<file path="src/rtl/serial_adder_if.sv">
// rtl/serial_adder_if.sv - request/result bundle between a client and serial_adder
//
// Purpose: groups the start/operand request and the busy/done/result response
//          of one bit-serial adder into a single port.
// Signals:
//   start_in   client -> adder  request to sample operands and begin an addition
//   a_in       client -> adder  operand A (WIDTH bits)
//   b_in       client -> adder  operand B (WIDTH bits)
//   c_in       client -> adder  carry-in
//   busy_out   adder -> client  addition in progress
//   done_out   adder -> client  one-cycle pulse, result just updated
//   sum_out    adder -> client  sum of last completed addition (WIDTH bits)
//   carry_out  adder -> client  carry-out of last completed addition
interface serial_adder_if #(
    parameter int WIDTH = 8
);
    logic             start_in;
    logic [WIDTH-1:0] a_in;
    logic [WIDTH-1:0] b_in;
    logic             c_in;
    logic             busy_out;
    logic             done_out;
    logic [WIDTH-1:0] sum_out;
    logic             carry_out;

    modport master (
        output start_in, a_in, b_in, c_in,
        input  busy_out, done_out, sum_out, carry_out
    );

    modport slave (
        input  start_in, a_in, b_in, c_in,
        output busy_out, done_out, sum_out, carry_out
    );
endinterface

</file>
<file path="src/rtl/serial_adder.sv">
// rtl/serial_adder.sv - bit-serial WIDTH-bit adder, one bit per clock, LSB first
//
// Purpose: adds two WIDTH-bit operands plus carry-in with a single full adder,
//          reusing it once per clock and keeping the carry in a flip-flop.
// Ports:
//   clk_in    clock, all state updates on the rising edge
//   rst_n_in  asynchronous active-low reset
//   bus       serial_adder_if.slave: start/operands in, busy/done/sum/carry out

module full_adder (
    input  logic a_in,
    input  logic b_in,
    input  logic c_in,
    output logic sum_out,
    output logic carry_out
);
    assign sum_out   = a_in ^ b_in ^ c_in;
    assign carry_out = (a_in & b_in) | (a_in & c_in) | (b_in & c_in);
endmodule

module serial_adder #(
    parameter int WIDTH = 8
) (
    input  logic            clk_in,
    input  logic            rst_n_in,
    serial_adder_if.slave   bus
);
    localparam int CW = $clog2(WIDTH);

    typedef enum logic [1:0] {
        S_IDLE  = 2'd0,
        S_SHIFT = 2'd1,
        S_DONE  = 2'd2
    } state_t;

    state_t           state_q, state_d;
    logic [WIDTH-1:0] a_q, a_d;
    logic [WIDTH-1:0] b_q, b_d;
    logic [WIDTH-1:0] acc_q, acc_d;
    logic [WIDTH-1:0] sum_q, sum_d;
    logic             carry_q, carry_d;
    logic             cout_q, cout_d;
    logic [CW-1:0]    cnt_q, cnt_d;

    logic fa_sum;
    logic fa_carry;
    logic load;
    logic last_bit;

    full_adder u_fa (
        .a_in      (a_q[0]),
        .b_in      (b_q[0]),
        .c_in      (carry_q),
        .sum_out   (fa_sum),
        .carry_out (fa_carry)
    );

    // A new request is only honoured outside SHIFT; start while busy is dropped.
    assign load     = bus.start_in && (state_q != S_SHIFT);
    assign last_bit = (state_q == S_SHIFT) && (cnt_q == CW'(WIDTH - 1));

    // State register
    always_ff @(posedge clk_in or negedge rst_n_in) begin
        if (!rst_n_in) begin
            state_q <= S_IDLE;
        end else begin
            state_q <= state_d;
        end
    end

    // Next-state logic
    always_comb begin
        state_d = state_q;
        case (state_q)
            S_IDLE:  if (bus.start_in) state_d = S_SHIFT;
            S_SHIFT: if (last_bit)     state_d = S_DONE;
            S_DONE:  state_d = bus.start_in ? S_SHIFT : S_IDLE;
            default: state_d = S_IDLE;
        endcase
    end

    // Outputs decoded from the registered state, so they are glitch-free.
    always_comb begin
        bus.busy_out  = (state_q == S_SHIFT);
        bus.done_out  = (state_q == S_DONE);
        bus.sum_out   = sum_q;
        bus.carry_out = cout_q;
    end

    // Datapath next-state
    always_comb begin
        a_d     = a_q;
        b_d     = b_q;
        acc_d   = acc_q;
        carry_d = carry_q;
        cnt_d   = cnt_q;
        sum_d   = sum_q;
        cout_d  = cout_q;
        if (load) begin
            a_d     = bus.a_in;
            b_d     = bus.b_in;
            carry_d = bus.c_in;
            cnt_d   = '0;
        end else if (state_q == S_SHIFT) begin
            a_d     = {1'b0, a_q[WIDTH-1:1]};
            b_d     = {1'b0, b_q[WIDTH-1:1]};
            // Sum bits enter at the MSB; after WIDTH shifts bit 0 lands at LSB.
            acc_d   = {fa_sum, acc_q[WIDTH-1:1]};
            carry_d = fa_carry;
            cnt_d   = cnt_q + CW'(1);
            if (last_bit) begin
                sum_d  = {fa_sum, acc_q[WIDTH-1:1]};
                cout_d = fa_carry;
            end
        end
    end

    always_ff @(posedge clk_in or negedge rst_n_in) begin
        if (!rst_n_in) begin
            a_q     <= '0;
            b_q     <= '0;
            acc_q   <= '0;
            carry_q <= 1'b0;
            cnt_q   <= '0;
            sum_q   <= '0;
            cout_q  <= 1'b0;
        end else begin
            a_q     <= a_d;
            b_q     <= b_d;
            acc_q   <= acc_d;
            carry_q <= carry_d;
            cnt_q   <= cnt_d;
            sum_q   <= sum_d;
            cout_q  <= cout_d;
        end
    end
endmodule

</file>
<file path="src/flat_wrapper.sv">
// flat-port wrapper written by rule: the top's interface ports become plain ports
module serial_adder_flat 
#(
    parameter int WIDTH = 8
)
  (clk_in, rst_n_in, bus_start_in, bus_a_in, bus_b_in, bus_c_in, bus_busy_out, bus_done_out, bus_sum_out, bus_carry_out);
  serial_adder_if #(.WIDTH(WIDTH)) bus_i ();
  input  logic clk_in;
  input  logic rst_n_in;
  input wire logic [$bits(bus_i.start_in)-1:0] bus_start_in;
  input wire logic [$bits(bus_i.a_in)-1:0] bus_a_in;
  input wire logic [$bits(bus_i.b_in)-1:0] bus_b_in;
  input wire logic [$bits(bus_i.c_in)-1:0] bus_c_in;
  output wire logic [$bits(bus_i.busy_out)-1:0] bus_busy_out;
  output wire logic [$bits(bus_i.done_out)-1:0] bus_done_out;
  output wire logic [$bits(bus_i.sum_out)-1:0] bus_sum_out;
  output wire logic [$bits(bus_i.carry_out)-1:0] bus_carry_out;
  assign bus_i.start_in = bus_start_in;
  assign bus_i.a_in = bus_a_in;
  assign bus_i.b_in = bus_b_in;
  assign bus_i.c_in = bus_c_in;
  assign bus_busy_out = bus_i.busy_out;
  assign bus_done_out = bus_i.done_out;
  assign bus_sum_out = bus_i.sum_out;
  assign bus_carry_out = bus_i.carry_out;
  serial_adder #(.WIDTH(WIDTH)) u_core (.clk_in(clk_in), .rst_n_in(rst_n_in), .bus(bus_i));
endmodule
</file>
<file path="config.mk">
export PLATFORM = sky130hd
export DESIGN_NAME = serial_adder_flat
export DESIGN_NICKNAME = d
export VERILOG_FILES = /design/src/rtl/serial_adder_if.sv /design/src/rtl/serial_adder.sv /design/src/flat_wrapper.sv
export SDC_FILE = /design/constraint.sdc
export NUM_CORES = 1
export LEC_CHECK = 0
export BUFFER_PORTS_ARGS = -buffer_cell sky130_fd_sc_hd__buf_2
export CAP_MARGIN = 0
export CORE_ASPECT_RATIO = 1.5
export CORE_MARGIN = 10
export CORE_UTILIZATION = 45
export CTS_BUF_LIST = sky130_fd_sc_hd__clkbuf_8 sky130_fd_sc_hd__clkbuf_16
export CTS_CLUSTER_SIZE = 25
export DETAILED_ROUTE_END_ITERATION = 8
export PLACE_DENSITY = 0.7
export SETUP_SLACK_MARGIN = 0.15
export SYNTH_ARGS = -nofsm -noshare
export SYNTH_HDL_FRONTEND = slang
export SYNTH_HIERARCHICAL = 1
export SYNTH_SLANG_ARGS = --single-unit
export TNS_END_PERCENT = 5
</file>
<file path="constraint.sdc">
create_clock -name clk_in -period 1.9 [get_ports clk_in]
set_input_delay 0.38 -clock clk_in [delete_from_list [all_inputs] [get_ports clk_in]]
set_output_delay 0.38 -clock clk_in [all_outputs]
set_load 0.03 [all_outputs]
</file>
After elaboration in Yosys (flattened, before gate mapping) --
Index checks and enable logic that the tools add are counted.
Word-level totals: register bits 39, word-level logic and storage cells 42, input port bits 20
Operators by class: mux-type cells 12, $add $sub $neg 1, equality and inequality tests 6, reductions and logical operators 7, bitwise gates (word level) 8
Operators by type and width (count):
- 2-to-1 mux 8 bit | 4
- 2-to-1 mux 3 bit | 2
- case mux 2 bit (3 select lines) | 1
- 2-to-1 mux 2 bit | 2
- != test 2 x 1 -> 1 bit, second input constant | 2
- AND reduction 2 bit | 2
- adder 3 x 1 -> 3 bit, second input constant | 1
- bitwise AND 1 bit | 3
- equality test 3 bit, second input constant | 1
- 2-to-1 mux 1 bit | 3
- AND reduction 3 bit | 1
- equality test 2 x 1 -> 1 bit, second input constant | 1
- equality test 2 bit, second input constant | 1
- logical AND 1 bit | 2
- zero test 2 bit | 1
- != test 2 bit, second input constant | 1
- OR 1 bit | 2
- nonzero test 2 bit | 1
- bitwise XOR 1 bit | 2
- NOT 1 bit | 1

Longest topological paths before layout --
depth in word-level cells 5, gate-level depth with buffers 5

Cells and area by module --
The synthesis kept the hierarchy.
Modules (own cells, without submodules):
- serial_adder | cells each 109, instances 1, seq. area each 950.9 um2, area each 1791.7 um2
- full_adder | cells each 1, instances 1, seq. area each 0.0 um2, area each 20.0 um2

Worst setup path before layout --
Ideal clock, no wire load.
kind reg2reg, from reg u_core.cnt_q[0], to reg u_core.cout_q (netlist: u_core/bus.carry_out), path slack 0.422 ns, required time 1.775 ns, data arrival time 1.353 ns, library setup time 0.125 ns, path buffers 1, stages on the path, launching flop included 6, path through dfrtp_1 > ha_1 > ha_1 > nand3b_1 > buf_2 > mux2_2
On the way: longest elaborated chain between the ends 3
RTL lines:
- from (decl) | RTL line serial_adder.sv:43 | logic [CW-1:0] cnt_q, cnt_d;
- from (signal assigned) | RTL line serial_adder.sv:132 | cnt_q <= cnt_d;
- equality test 3 bit | RTL line serial_adder.sv:60 | assign last_bit = (state_q == S_SHIFT) && (cnt_q == CW'(WIDTH - 1));
- logical AND 1 bit | RTL line serial_adder.sv:60
- AND reduction 3 bit (no line)
- to (signal assigned) | RTL line serial_adder.sv:134 | cout_q <= cout_d;
- to (decl) | RTL line serial_adder.sv:42 | logic cout_q, cout_d;
No other way between the ends. A chain may end at the register's enable or synchronous reset.

Worst setup path after layout --
from reg u_core.state_q[1], to out bus_busy_out
On the way: longest elaborated chain between the ends 1
RTL lines:
- from (decl) | RTL line serial_adder.sv:36 | state_t state_q, state_d;
- from (signal assigned) | RTL line serial_adder.sv:67 | state_q <= state_d;
- equality test 2 x 1 -> 1 bit | RTL line serial_adder.sv:84 | bus.busy_out = (state_q == S_SHIFT);
- to (decl) | RTL line flat_wrapper.sv:14 | output wire logic [$bits(bus_i.busy_out)-1:0] bus_busy_out;
No other way between the ends.

==> flow_summary.toml <==
[outcome]
status = "completed"

[final_layout]
antenna_cells = 0
area_growth_pct = 15.3
design_area_sq_um = 2090
drive_gt1_share_pct = 60.0
final_net_count = 168

[critical_path]
crit_path_start_kind = "register"
path_max_fanout = 5
path_cells = "nand2b_1 -> inv_1 -> buf_2"
crit_buf_inv = 2
critPathSlowestCell = "dfrtp_1"
cp.arrival_ps = 1260
end_kind = "output port"
cp.required_ps = 1520
worstSetupPathType = "register to output port"
max_stage_delay_ps = 380
crit_family = "buffers and inverters"

[logic_synthesis]
synth.avg_cell_area_sq_um = 16.5
async_reset_ff_share_pct = 100
ys_seq_area_share_pct = 52.5
synthesis.nets = 133
synth-edff-count = 0
ys.flop_type = "dfrtp_1"
synth_top_cell_by_area = "dfrtp_1"
yosysMostFrequentCell = "dfrtp_1"
synth_cells = 110
synth.distinct_cells = 14
synth_area_leaders = "dfrtp_1, mux2_4, mux2_2"
synth_top_cell_area_share_pct = 52.5
synthTopCellsByCount = "dfrtp_1, mux2_4, mux2_2, buf_6"
netlist_area_sq_um = 1810
yosysWarnings = 6
synth_seq_cells = 38

[sta]
post-route-period-util_pct = 86.1
drv_slew = 0
slew_headroom_pct = 69.3
fin_crit_ps = 1640
final.setup_skew_ps = 5.48
hold_slack_ps = 120
worst_slew_pin_slew_ps = 460
setup_viol_count_final = 0
finalSetupTns_ps = 0
max_freq_mhz = 611
hold_viol = 0
rsz0062_at_grt = "no"

[cts]
ctsHtreeMaxLevel = 2
insertion_delay_ps = 290
cts_setup_buffers = 0
cts_hold_buffers = 0
cts_buffer_depth = 2
tritoncts = "yes"
cts_buffers = 5
root_buffer = "clkbuf_8"
cts.sinks = 38
clk_pin_slew_ps = 70
postCtsResizedCells = 0

[detailed_routing]
vias = 970
drt.antenna.violating_nets = 0
drt-vias-per-instance = 5.11
first_iter_violations = 42
drc_errors = 0
wl_mm = 3.28
drt_first_pass_iters = 2
wl_per_cell_um = 17.3

[pwr]
clkPwrFrac_pct = 14.0
p_leak_nw = 1.08
p_int_w = 0.00232
combPwrFrac_pct = 45.0
swShare_pct = 33.2
switching_power_w = 0.00115
powerDensity_nw_per_um2 = 1660
irDropWorstVdd_uv = 1070
power_frac_seq_pct = 41.0

[grt]
grt_pass1_wl_mm = 5.80
grt-ovfl-total = 0
grt_pass1_vias = 1159
grt_max_degree = 39
antenna_found_initial = 0
track_usage_pct = 10.3

[floorplan]
coreArea_sq_um = 3920
die_w_um = 71.8
die_h_um = 97.7
io_pins = 31
start_util_pct = 46.2
core.rowCount = 28
dieArea_sq_um = 7020

[placed_design]
io_buffers = 30
placed_cell_area_sq_um = 1990
gp_routability_congestion = 0.644
hpwl_mm = 2.34

[run]
cap_violations = 0

[worst_hold_path]
min_path_type = "input port to async pin"
==> cell type report <==
type | count | area (sq um)
sequential | 38 | 951
tap | 45 | 56.3
clock buffer | 5 | 68.8
clock inverter | 2 | 7.51
fill | 344 | 1840
timing repair buffer | 34 | 205
multi-input combinational | 63 | 788
inverter | 3 | 11.3
==> through the flow <==
step | power (W) | setup slack (ps) | instances | util [%]
2_1_floorplan | 0.00267 | 422 | 110 | -
3_3_place_gp | 0.00291 | 290 | 182 | 50.8
3_5_place_dp | 0.00300 | 171 | 182 | 50.8
4_1_cts | 0.00351 | 165 | 189 | 52.7
5_1_grt | 0.00373 | 157 | 190 | 53.2
6_report | 0.00347 | 265 | 190 | 53.2
==> cells in the final DEF (no fill, tap or decap) <==
cell / count
dfrtp_1: 38
mux2_4: 32
buf_2: 30
mux2_2: 16
clkbuf_8: 5
inv_1: 5
nor2b_1: 3
mux2i_1: 3
nand2b_1: 2
nor2_1: 2
ha_1: 2
buf_4: 2
buf_12: 2
nand3b_1: 1
o22ai_1: 1
fa_1: 1
==> cell families after synthesis <==
kind of cell	count (synthesis)	share of synthesized area [%]
adder cells (fa/ha/maj)	3	2.49
AO/OA/AOI/OAI	1	0.346
multiplexers	51	38.1
AND/OR/NAND/NOR	8	2.56
buffers and inverters	9	4.00
flip-flops	38	52.5
==> power by group through the flow <==
stage / logic [W] / clock network, W / registers, W
finish: 0.00156 / 0.000486 / 0.00142
floorplan: 0.00113 / 0 / 0.00154
global route: 0.00171 / 0.000541 / 0.00148
detailed placement: 0.00156 / 0 / 0.00144
global placement: 0.00150 / 0 / 0.00140
CTS: 0.00158 / 0.000506 / 0.00143
==> routing by layer <==
metal / GRT usage (%) / wire [um]
met1: 11.5 / 1360
met2: 16.3 / 1640
met3: 4.19 / 215
met4: 5.23 / 67
met5: 0 / 0
==> state kept, by name (all words and copies together), names as in the netlist <==
| register | cells |
|---|---|
| u_core/a_q | 8 |
| u_core/b_q | 8 |
| u_core/bus.sum_out | 8 |
| u_core/acc_q | 7 |
| u_core/cnt_q | 3 |
| u_core/state_q | 2 |
| u_core/bus.carry_out | 1 |
| u_core/carry_q | 1 |
==> path summary, 6_finish.rpt <==
path / start / slack [ps] / to / depth (start not counted)
worst min register to register: u_core/cnt_q[0]$_DFFE_PN0P_ / 490 / u_core/cnt_q[0]$_DFFE_PN0P_ / 1
max in group asynchronous: rst_n_in / 1450 / u_core/cnt_q[0]$_DFFE_PN0P_ / 2
min in group clk_in: bus_a_in[7] / 330 / u_core/a_q[7]$_DFFE_PN0P_ / 3
worst max-delay path: u_core/state_q[1]$_DFFE_PN0P_ / 260 / bus_busy_out / 3
worst max register to register: u_core/cnt_q[0]$_DFFE_PN0P_ / 340 / u_core/bus.sum_out[5]$_DFFE_PN0P_ / 5
worst min-delay path: rst_n_in / 120 / u_core/acc_q[1]$_DFFE_PN0P_ / 2
No activity file was read; power rests on OpenSTA's default activity.
